### src/rtl/uart_cmd_ctrl_pkg.sv
// uart_cmd_ctrl_pkg: command characters and response FSM encoding
package uart_cmd_ctrl_pkg;
  localparam logic [7:0] CMD_RUN    = 8'h72;
  localparam logic [7:0] CMD_RUN_U  = 8'h52;
  localparam logic [7:0] CMD_CLR    = 8'h63;
  localparam logic [7:0] CMD_CLR_U  = 8'h43;
  localparam logic [7:0] CMD_MODE   = 8'h6D;
  localparam logic [7:0] CMD_MODE_U = 8'h4D;
  localparam logic [7:0] NAK_CHAR   = 8'h3F;
  localparam logic [1:0] ST_IDLE = 2'd0;
  localparam logic [1:0] ST_PEND = 2'd1;
  localparam logic [1:0] ST_SEND = 2'd2;
endpackage

### src/rtl/uart_cmd_ctrl_edge_rise.sv
// uart_cmd_ctrl_edge_rise: 1-bit rising-edge detector
module uart_cmd_ctrl_edge_rise (
  input  logic clk,
  input  logic rst,
  input  logic d,
  output logic rise
);
  logic d_q;
  always_ff @(posedge clk)
    if (rst) d_q <= 1'b0;
    else d_q <= d;
  assign rise = d & ~d_q;
endmodule

### src/rtl/uart_cmd_ctrl.sv
// uart_cmd_ctrl: UART command decode merged with pin edges, plus echo response path
module uart_cmd_ctrl
  import uart_cmd_ctrl_pkg::*;
(
  input  logic       clk,
  input  logic       rst,
  input  logic [7:0] rx_data,
  input  logic       rx_done,
  input  logic       start,
  input  logic       clear,
  input  logic       mode,
  input  logic       tx_busy,
  output logic       tx_start,
  output logic [7:0] tx_data,
  output logic       run,
  output logic       clr,
  output logic       mode_out,
  output logic       rsp_drop
);
  logic start_rise, clear_rise, mode_rise;
  logic is_run, is_clr, is_mode;
  logic run_ev, clr_ev, mode_ev;
  logic [7:0] rsp_byte, rsp_buf;
  logic [1:0] state;
  logic cnt;
  uart_cmd_ctrl_edge_rise u_start (.clk(clk), .rst(rst), .d(start), .rise(start_rise));
  uart_cmd_ctrl_edge_rise u_clear (.clk(clk), .rst(rst), .d(clear), .rise(clear_rise));
  uart_cmd_ctrl_edge_rise u_mode  (.clk(clk), .rst(rst), .d(mode),  .rise(mode_rise));
  assign is_run  = rx_done && (rx_data == CMD_RUN  || rx_data == CMD_RUN_U);
  assign is_clr  = rx_done && (rx_data == CMD_CLR  || rx_data == CMD_CLR_U);
  assign is_mode = rx_done && (rx_data == CMD_MODE || rx_data == CMD_MODE_U);
  assign run_ev  = is_run  | start_rise;
  assign clr_ev  = is_clr  | clear_rise;
  assign mode_ev = is_mode | mode_rise;
  assign rsp_byte = (is_run || is_clr || is_mode) ? rx_data : NAK_CHAR;
  always_ff @(posedge clk)
    if (rst) begin
      run      <= 1'b0;
      clr      <= 1'b0;
      mode_out <= 1'b0;
    end else begin
      clr      <= clr_ev;
      run      <= clr_ev ? 1'b0 : (run ^ run_ev);
      mode_out <= mode_out ^ mode_ev;
    end
  // SEND holds off a new start until the transmitter raises busy or two cycles elapse
  always_ff @(posedge clk)
    if (rst) begin
      state    <= ST_IDLE;
      rsp_buf  <= 8'h00;
      cnt      <= 1'b0;
      tx_start <= 1'b0;
      tx_data  <= 8'h00;
      rsp_drop <= 1'b0;
    end else begin
      tx_start <= 1'b0;
      if (rx_done && state != ST_IDLE) rsp_drop <= 1'b1;
      case (state)
        ST_IDLE: if (rx_done) begin
          rsp_buf <= rsp_byte;
          state   <= ST_PEND;
        end
        ST_PEND: if (!tx_busy) begin
          tx_start <= 1'b1;
          tx_data  <= rsp_buf;
          cnt      <= 1'b0;
          state    <= ST_SEND;
        end
        ST_SEND: begin
          cnt <= 1'b1;
          if (tx_busy || cnt) state <= ST_IDLE;
        end
        default: state <= ST_IDLE;
      endcase
    end
endmodule

### config.mk
export PLATFORM = sky130hd
export DESIGN_NAME = uart_cmd_ctrl
export DESIGN_NICKNAME = d
export VERILOG_FILES = /design/src/rtl/uart_cmd_ctrl_pkg.sv /design/src/rtl/uart_cmd_ctrl_edge_rise.sv /design/src/rtl/uart_cmd_ctrl.sv
export SDC_FILE = /design/constraint.sdc
export NUM_CORES = 1
export LEC_CHECK = 0
export BUFFER_PORTS_ARGS = -buffer_cell sky130_fd_sc_hd__buf_4
export CAP_MARGIN = 5
export CORE_ASPECT_RATIO = 0.7
export CORE_MARGIN = 5
export CORE_UTILIZATION = 45
export CTS_CLUSTER_SIZE = 40
export DETAILED_ROUTE_END_ITERATION = 12
export GPL_TIMING_DRIVEN = 0
export HOLD_SLACK_MARGIN = 0.1
export PLACE_DENSITY = 0.7
export SKIP_LAST_GASP = 1
export SLEW_MARGIN = 15
export SYNTH_ARGS = -nofsm -noshare
export SYNTH_HDL_FRONTEND = slang
export SYNTH_SLANG_ARGS = --single-unit
### constraint.sdc
create_clock -name clk -period 3.6 [get_ports clk]
set_clock_uncertainty 0.15 [all_clocks]
set_input_delay 0.18 -clock clk [delete_from_list [all_inputs] [get_ports clk]]
set_output_delay 0.18 -clock clk [all_outputs]
set_load 0.05 [all_outputs]
==> results.yml <==
detailed_routing:
  vias_per_cell: 5.04
  drtIter0Drc: 63
  wl_um: 2340
  wl_per_cell_um: 12.8
  drt_first_pass_iters: 4
  antenna_left: 0
  remaining_drc_errors: 0
  vias: 922
setup_path:
  worstPathRequired_ns: 3.64
  cp_data_arrival_time_ns: 1.84
  path_class: "in -> reg"
  crit_path_start_kind: "input port"
  endpoint_kind: "register"
  path_max_fanout: 6
layout:
  nets: 167
  num_antenna_cells: 0
  seqCellArea_um2: 541
  drive_gt1_frac: 0.232
  layout_common_cells: "27 x dfxtp_1, 26 x buf_4, 14 x mux2i_1, 12 x nor2_1, 11 x dlygate4sd3_1"
  fillers: 185
  syn2layout_area_growth_pct: 34.2
  multi_input_area_um2: 495
  fin_area_um2: 1460
  layout_commonest_cell: "dfxtp_1"
place:
  gp_congestion: 0.782
  io_buffers: 26
  dp_hpwl_um: 1710
  dpl_cell_area_um2: 1330
yosys:
  synth.distinct_cells: 29
  synthSimpleGateAreaFrac: 0.193
  synth_ff_type: "dfxtp_1"
  ys_seq_area_frac: 0.495
  synth_top_family_by_area: "simple AND/OR/NAND/NOR gates"
  synth_compound_area_frac: 0.115
  synth_edf_count: 0
  synth_seq_cells: 27
  synth_nets: 125
  synth_fa_ha_area_frac: 0
  syn_area_um2: 1090
  async_flop_share: 0
  synth-xor-area-share: 0.00803
  muxShareOfSynthArea: 0.139
  synth.avg_cell_area_um2: 9.92
  synthCells: 110
  yosys_warnings: 0
clock_network:
  cts-buffers-inserted: 3
  cts_root_buffer: "clkbuf_4"
  clkTransAtPathRegs_ns: 0.13
  cts_htree_levels: 1
  cts_tree: "built"
  insertion_delay_ns: 0.32
  clk_path_buf_depth: 2
  cts_sinks: 27
sta:
  finalSetupTns_ns: 0
  slew_headroom: 0.594
  worst_pin_slew_ns: 0.604
  clock.fmax_mhz: 556
  grt_setup_unrepaired: "false"
  report.final.slew_viol_count: 0
  hold_ws_ns: 0.166
  final_hold_viol_count: 0
  post-route-period-util: 0.499
  fin_crit_ns: 1.80
  setup_violations: 0
worst_hold_path:
  holdCritPathClass: "in -> reg"
global_routing:
  track_usage: 0.145
  grt_pass1_wl_um: 3810
  overflow: 0
  antenna_found_initial: 0
  grt_pass1_vias: 825
  grt_max_degree: 16
floorplanning:
  die_h_um: 51.2
  die_w_um: 68.9
  design.die.area_um2: 3520
  initial_utilization: 0.490
  ios: 28
  rows: 14
  core_area_um2: 2220
status:
  outcome: "finished clean"
power_and_ir_drop:
  p_leak_nw: 0.611
  powerDensity_nw_per_um2: 385
  vdd_drop_max_v: 0.000224
run:
  maxCapViolCount: 0
[stage by stage]
| step | worst slack (ns) | total power [mW] | cells | utilization |
|---|---|---|---|---|
| floorplan | 2.14 | 0.400 | 110 | - |
| global placement | 1.94 | 0.433 | 168 | 0.596 |
| detailed placement | 1.96 | 0.436 | 168 | 0.596 |
| CTS | 1.81 | 0.569 | 183 | 0.658 |
| global route | 1.66 | 0.593 | 183 | 0.658 |
| finish | 1.80 | 0.564 | 183 | 0.658 |
[flip-flops by register name, summed over array words and instances (netlist names)]
name         cells
rsp_buf          8
tx_data          8
state            2
clr              1
cnt              1
mode_out         1
rsp_drop         1
run              1
tx_start         1
u_clear.d_q      1
u_mode.d_q       1
u_start.d_q      1
[critical path: stages]
cell,delay [ns]
dlygate4sd3_1,0.53
buf_4,0.13
nand4bb_1,0.23
nor3_1,0.59
o22ai_1,0.19
[what timing repair did]
action | CTS | global route
hold endpoints to repair | 14 | 0
resized for setup | 0 | 0
hold buffers | 11 | 0
buffers inserted | 0 | 0
[cell families (layout without fill, tap and decap cells)]
| group | after synthesis | after routing |
|---|---|---|
| AND/OR/NAND/NOR | 35 | 35 |
| XOR/XNOR | 1 | 1 |
| buffers and inverters | 12 | 53 |
| AO/OA/AOI/OAI | 20 | 20 |
| multiplexers | 15 | 15 |
| flip-flops | 27 | 27 |
[path summary, 6_finish.rpt]
kind | from | end | slack, ns | depth (start not counted)
worst max-delay path | rx_done | rsp_buf[1]$_SDFFE_PP0P_ | 1.80 | 5
worst min-delay path | rst | mode_out$_SDFF_PP0_ | 0.17 | 3
worst max register to register | state[0]$_SDFFE_PP0P_ | rsp_buf[5]$_SDFFE_PP0P_ | 1.97 | 5
worst min register to register | rsp_drop$_SDFFE_PP0P_ | rsp_drop$_SDFFE_PP0P_ | 0.31 | 2
[cells in the mapped netlist (all sizes together), types with 2 or more instances]
cell / instances / area, µm²
a21oi: 4 / 20.0
a31oi: 3 / 18.8
buf: 3 / 21.3
clkbuf: 3 / 11.3
dfxtp: 27 / 541
inv: 6 / 22.5
mux2i: 14 / 140
nand2b: 3 / 18.8
nand4bb: 2 / 22.5
nor2: 12 / 45.0
nor2b: 4 / 25.0
nor3: 4 / 20.0
nor3b: 4 / 30.0
o21ai: 4 / 20.0
o22ai: 4 / 25.0
[power by group]
part           total [mW]  leakage [nW]  switching [mW]  internal (mW)
Clock               0.125        0.0177          0.0834         0.0416
Combinational       0.112         0.371          0.0598         0.0519
Sequential          0.327         0.222         0.00984          0.317
Total               0.564         0.611           0.153          0.411
[routing by layer]
layer / routed length [µm] / track usage / vias up
met3: 131 / 0.0570 / 2
met5: 0 / 0 / -
li1: - / - / 475
met1: 1100 / 0.186 / 425
met2: 1100 / 0.233 / 20
met4: 13 / 0.0291 / 0
[area by class of cell]
class                   instances  share of cell area
plain buffers                   6              0.0222
clock inverters                 1             0.00342
flip-flops and latches         27               0.369
clock buffers                   3              0.0154
well taps                      32              0.0274
repair buffers                 37               0.209
inverters                       6              0.0154
multi-input cells              71               0.338
Power figures use the tool's default switching activity.
